**src/rtl/sha256_digest_hexout.sv**
```systemverilog
// -----------------------------------------------------------------------------
// sha256_digest_hexout
//   Consumes the 8 x 32-bit word stream of a SHA-256 core (MSW first).
//   It assembles the 256-bit digest, compares it against a reference digest,
//   and streams the digest as 64 ASCII hex characters (optionally followed by
//   CR/LF) over a byte valid/ready interface.
//
// Parameters
//   EMIT_NEWLINE    1: append CR (8'h0D) and LF (8'h0A) after the hex chars
//   UPPERCASE       1: hex letters 'A'-'F'; 0: 'a'-'f'
//
// Ports
//   clk             clock, all logic on posedge
//   rst_n           synchronous active-low reset
//   hash_word       digest word (MSW first)
//   hash_word_valid word qualifier; there is no backpressure toward the source
//   expected_digest reference digest, sampled when the 8th word is captured
//   out_byte        ASCII character toward the TX stage
//   out_valid       out_byte is valid
//   out_ready       TX stage accepts out_byte when out_valid && out_ready
//   digest          last assembled digest, held until the next capture
//   digest_valid    one-cycle pulse when digest/match update
//   match           digest == expected_digest, held until the next update
//   busy            a frame is being emitted; new words are dropped
//   overrun         sticky flag: a word was dropped while busy
// -----------------------------------------------------------------------------
module sha256_digest_hexout #(
  parameter bit EMIT_NEWLINE = 1'b1,
  parameter bit UPPERCASE    = 1'b0
) (
  input  logic         clk,
  input  logic         rst_n,
  input  logic [31:0]  hash_word,
  input  logic         hash_word_valid,
  input  logic [255:0] expected_digest,
  output logic [7:0]   out_byte,
  output logic         out_valid,
  input  logic         out_ready,
  output logic [255:0] digest,
  output logic         digest_valid,
  output logic         match,
  output logic         busy,
  output logic         overrun
);

  localparam logic [1:0] ST_COLLECT = 2'd0;
  localparam logic [1:0] ST_SEND    = 2'd1;
  localparam logic [1:0] ST_TRAIL   = 2'd2;

  localparam logic [7:0] CHAR_CR = 8'h0D;
  localparam logic [7:0] CHAR_LF = 8'h0A;
  // Letter base chosen so that base + nibble(10..15) lands on 'A'/'a'.
  localparam logic [7:0] LETTER_BASE = UPPERCASE ? 8'h37 : 8'h57;
  localparam logic [7:0] DIGIT_BASE  = 8'h30;

  logic [1:0]   state_q, state_d;
  logic [2:0]   word_cnt_q, word_cnt_d;
  logic [255:0] digest_sh_q, digest_sh_d;
  logic [255:0] digest_q, digest_d;
  logic         match_q, match_d;
  logic         dvalid_q, dvalid_d;
  logic [5:0]   char_idx_q, char_idx_d;
  logic         lf_q, lf_d;          // TRAIL phase: 0 = CR pending, 1 = LF pending
  logic         overrun_q, overrun_d;

  logic [255:0] assembled;
  logic [7:0]   nib_base;
  logic [3:0]   nibble;
  logic [7:0]   hex_char;
  logic         active;

  // Shift register contents with the incoming word dropped into its slot.
  // Used both for the partial store and, on the 8th word, as the full digest
  // so the capture happens without an extra cycle.
  always_comb begin
    assembled = digest_sh_q;
    for (int i = 0; i < 8; i++) begin
      if (word_cnt_q == 3'(i)) assembled[255-32*i -: 32] = hash_word;
    end
  end

  // Character char_idx is nibble (63 - char_idx) counted from the LSB end.
  assign nib_base = 8'd252 - {char_idx_q, 2'b00};
  assign nibble   = digest_q[nib_base +: 4];
  assign hex_char = (nibble < 4'd10) ? (DIGIT_BASE + {4'h0, nibble})
                                     : (LETTER_BASE + {4'h0, nibble});

  assign active = (state_q == ST_SEND) || (state_q == ST_TRAIL);

  always_comb begin
    state_d     = state_q;
    word_cnt_d  = word_cnt_q;
    digest_sh_d = digest_sh_q;
    digest_d    = digest_q;
    match_d     = match_q;
    dvalid_d    = 1'b0;
    char_idx_d  = char_idx_q;
    lf_d        = lf_q;
    overrun_d   = overrun_q;

    case (state_q)
      ST_COLLECT: begin
        if (hash_word_valid) begin
          digest_sh_d = assembled;
          if (word_cnt_q == 3'd7) begin
            word_cnt_d = 3'd0;
            digest_d   = assembled;
            match_d    = (assembled == expected_digest);
            dvalid_d   = 1'b1;
            char_idx_d = 6'd0;
            state_d    = ST_SEND;
          end else begin
            word_cnt_d = word_cnt_q + 3'd1;
          end
        end
      end

      ST_SEND: begin
        if (out_ready) begin
          if (char_idx_q == 6'd63) begin
            char_idx_d = 6'd0;
            lf_d       = 1'b0;
            word_cnt_d = 3'd0;
            state_d    = EMIT_NEWLINE ? ST_TRAIL : ST_COLLECT;
          end else begin
            char_idx_d = char_idx_q + 6'd1;
          end
        end
      end

      ST_TRAIL: begin
        if (out_ready) begin
          if (lf_q) begin
            lf_d       = 1'b0;
            word_cnt_d = 3'd0;
            state_d    = ST_COLLECT;
          end else begin
            lf_d = 1'b1;
          end
        end
      end

      default: begin
        state_d = ST_COLLECT;
      end
    endcase

    // No backpressure exists toward the hash core, so a word landing while a
    // frame is in flight (including the edge of the final transfer) is lost.
    if (active && hash_word_valid) overrun_d = 1'b1;
  end

  always_ff @(posedge clk) begin
    if (!rst_n) begin
      state_q     <= ST_COLLECT;
      word_cnt_q  <= 3'd0;
      digest_sh_q <= '0;
      digest_q    <= '0;
      match_q     <= 1'b0;
      dvalid_q    <= 1'b0;
      char_idx_q  <= 6'd0;
      lf_q        <= 1'b0;
      overrun_q   <= 1'b0;
    end else begin
      state_q     <= state_d;
      word_cnt_q  <= word_cnt_d;
      digest_sh_q <= digest_sh_d;
      digest_q    <= digest_d;
      match_q     <= match_d;
      dvalid_q    <= dvalid_d;
      char_idx_q  <= char_idx_d;
      lf_q        <= lf_d;
      overrun_q   <= overrun_d;
    end
  end

  // Output byte is decoded from registered state; it cannot change while
  // the character is stalled because char_idx/lf only advance on a transfer.
  always_comb begin
    out_byte = 8'h00;
    case (state_q)
      ST_SEND:  out_byte = hex_char;
      ST_TRAIL: out_byte = lf_q ? CHAR_LF : CHAR_CR;
      default:  out_byte = 8'h00;
    endcase
  end

  assign out_valid    = active;
  assign busy         = active;
  assign digest       = digest_q;
  assign digest_valid = dvalid_q;
  assign match        = match_q;
  assign overrun      = overrun_q;

endmodule

```
**config.mk**
```make
export PLATFORM = sky130hd
export DESIGN_NAME = sha256_digest_hexout
export DESIGN_NICKNAME = d
export VERILOG_FILES = /design/src/rtl/sha256_digest_hexout.sv
export SDC_FILE = /design/constraint.sdc
export NUM_CORES = 1
export LEC_CHECK = 0
export BUFFER_PORTS_ARGS = -buffer_cell sky130_fd_sc_hd__buf_4
export CAP_MARGIN = 20
export CORE_ASPECT_RATIO = 1.75
export CORE_UTILIZATION = 45
export CTS_CLUSTER_SIZE = 30
export DETAILED_ROUTE_END_ITERATION = 10
export HOLD_SLACK_MARGIN = 0.06
export PLACE_DENSITY = 0.68
export SKIP_CTS_REPAIR_TIMING = 1
export SLEW_MARGIN = 10
export SYNTH_ARGS = -nofsm -noshare
export SYNTH_HDL_FRONTEND = slang
export SYNTH_SLANG_ARGS = --single-unit
export TNS_END_PERCENT = 5
```
**constraint.sdc**
```tcl
create_clock -name clk -period 3.34 [get_ports clk]
set_input_delay 0.334 -clock clk [delete_from_list [all_inputs] [get_ports clk]]
set_output_delay 0.334 -clock clk [all_outputs]
set_load 0.01 [all_outputs]
```
==> flow_summary.ini <==
[setup_path]
r2r_start = word_cnt_q[0]
critical_path_class = reg -> out
start_kind = flop
worst-path-max-fanout = 11
worstPathRequired_ps = 3010
rrSetupSlack_ps = -180
reg2reg_to = match
cp-startpoint = char_idx_q[0]
endpoint_kind = output pin
crit_arrival_ps = 3450
rr_worst_depth = 14
setup.worst_path.end = out_byte[4]

[global_route]
grt_max_degree = 202
grt_overflow = 0
grt.total_usage = 0.516
first_global_vias = 27100
antenna_found_initial = 7
grt_first_pass_wirelength_um = 217000

[clock_network]
cts_tree = done
cts_buffer_depth = 3
cts.sinks = 527
cts_buffers = 52
cts.clk_slew.worst_paths_ps = 70
clock_latency_ps = 640
htreeDepth = 2
cts-root-buf = clkbuf_16

[drt]
first_pass_iters = 6
vias = 29100
drc = 0
wl_um = 162000
initialDrtViolationCount = 4157
vias_per_cell = 6.51
wire_per_inst_um = 36.3
postRouteAntennaNets = 0

[die]
rows = 118
ios = 561
die_w_um = 187
coreArea_um2 = 59200
die_area_um2 = 61000
start_util = 0.456
die_h_um = 326

[placed_design]
io_buffers = 559
routabilityCongestion = 1.08
post-place-ws_ps = -646
dp_hpwl_um = 127000

[synth]
synth_most_common_cell = nand2_1
netlist_area_um2 = 27000
synthTopCellsByCount = nand2_1, dfxtp_1, mux2i_1
synth_top_area_cell = dfxtp_1
ys.flop_type = dfxtp_1
yosysUniqueCellTypes = 60
ys_seq_area_frac = 0.391
syn-num-nets = 3243
synth_cells = 2939
ys_ff_latch = 527
synth_edf_count = 0
syn_area_per_cell_um2 = 9.18
async_reset_ff_frac = 0
ys_top_cells_by_area = dfxtp_1, mux2i_1, nand2_1, o211a_1, a21boi_0
synth.top_cell.area_share = 0.391
synth.yosys.warnings = 0

[sta]
rsz0062_at_grt = yes
holdWs_ps = 66.9
finalHoldViolCount = 0
finalCritPeriodShare = 1.13
tightestPinTransition_ps = 1180
timing.fmax_mhz = 264
setup_viol = 7
setup_slack_ps = -442
drv_slew = 0
finalClockSkew_ps = 20.2
min_period_ps = 3780
slew_headroom = 0.213

[cells_and_area]
nets = 3949
final_core_util = 0.612
area_growth_pct = 34.4
drive_gt1_frac = 0.294
fillers = 5207

[power_and_ir_drop]
peakVddDrop_mv = 0.407
p_comb_frac = 0.142
power.leakage_uw = 0.0178
cellPowerDensity_nw_per_um2 = 419
clkPwrFrac = 0.436
seqPwrFrac = 0.423
intPower_uw = 11000
swShare = 0.276
p_sw_uw = 4180
p_total_uw = 15200

[flow_run]
cap_violations = 0

[hold_path]
hold_class = in -> reg

[run_status]
violations = setup timing
status = complete, but fails checks
per-layer routing:
metal	wire length, um	vias to the layer above	track usage
li1	-	11900	-
met1	54700	14000	0.587
met3	19100	726	0.136
met5	34	-	0
met2	68400	2471	0.778
met4	20000	6	0.497
how the worst min path moves through the flow:
stage	start	end	cells after the start
2_1_floorplan	digest_sh_q[152]	digest_sh_q[152]	2
4_1_cts	hash_word[21]	digest_sh_q[149]	3
3_3_place_gp	digest_sh_q[222]	digest_sh_q[222]	2
3_5_place_dp	digest_sh_q[74]	digest_sh_q[74]	2
6_report	hash_word[7]	digest_sh_q[199]	3
5_1_grt	hash_word[7]	digest_sh_q[199]	3
metrics by stage:
step	cell area [um^2]	cells	TNS, ps
after global routing	36200	4467	-2950
final	36200	4472	-2480
after global placement	33900	4350	-1010
after detailed placement	34000	4352	-1200
after floorplan	27000	2939	0
after CTS	35800	4448	-5000
flip-flops by register name, indices dropped and copies added, names as in the netlist:
signal / count
digest: 256
digest_sh_q: 256
char_idx_q: 6
word_cnt_q: 3
state_q: 2
digest_valid: 1
lf_q: 1
match: 1
overrun: 1
final cells by class:
type	count	area, um^2	area share
multi-input cells	2146	15600	0.429
flip-flops and latches	527	10600	0.291
repair buffers	907	7230	0.199
clock buffers	74	1540	0.0424
well taps	780	976	0.0269
clock inverters	22	335	0.00925
inverters	11	41.3	0.00114
diodes	5	12.5	0.000345
power by group through the flow:
stage / combinational [uW] / clock [uW] / sequential, uW
after floorplan: 753 / 0 / 6540
after global placement: 1990 / 0 / 6550
after detailed placement: 2000 / 0 / 6560
after CTS: 2000 / 6580 / 6420
after global routing: 2120 / 6800 / 6420
final: 2150 / 6610 / 6420
cells by family (layout without fill, tap and decap cells):
logic type | Yosys count | after routing | share of synthesized area
simple gates | 905 | 905 | 0.136
compound gates | 720 | 720 | 0.223
flops | 527 | 527 | 0.391
mux | 344 | 344 | 0.148
buf+inv | 266 | 1014 | 0.0420
xor+xnor | 164 | 164 | 0.0532
fa+ha+maj | 12 | 12 | 0.00557
other cells | 1 | 6 | 0.000139
cells in the final DEF (no fill, tap or decap), drive strengths merged, types with 20 or more instances in the layout:
cell type and n:
a21boi 248, a21oi 37, a221oi 25, buf 906, clkbuf 75, dfxtp 527, mux2i 304, mux4 40
nand2 761, nand4 21, nor2 29, nor4 27, o211a 275, o21ai 28, o22ai 20, xnor2 121
xor2 43
critical path, stage by stage, from the launching register on:
cell	delay, ps
dfxtp_4	380
buf_12	170
buf_4	200
mux4_2	520
a22oi_1	270
nand2_2	180
a311oi_4	350
ha_2	230
o21ai_0	90
a21oi_1	230
buf_4	170
No activity file was read; power rests on OpenSTA's default activity.
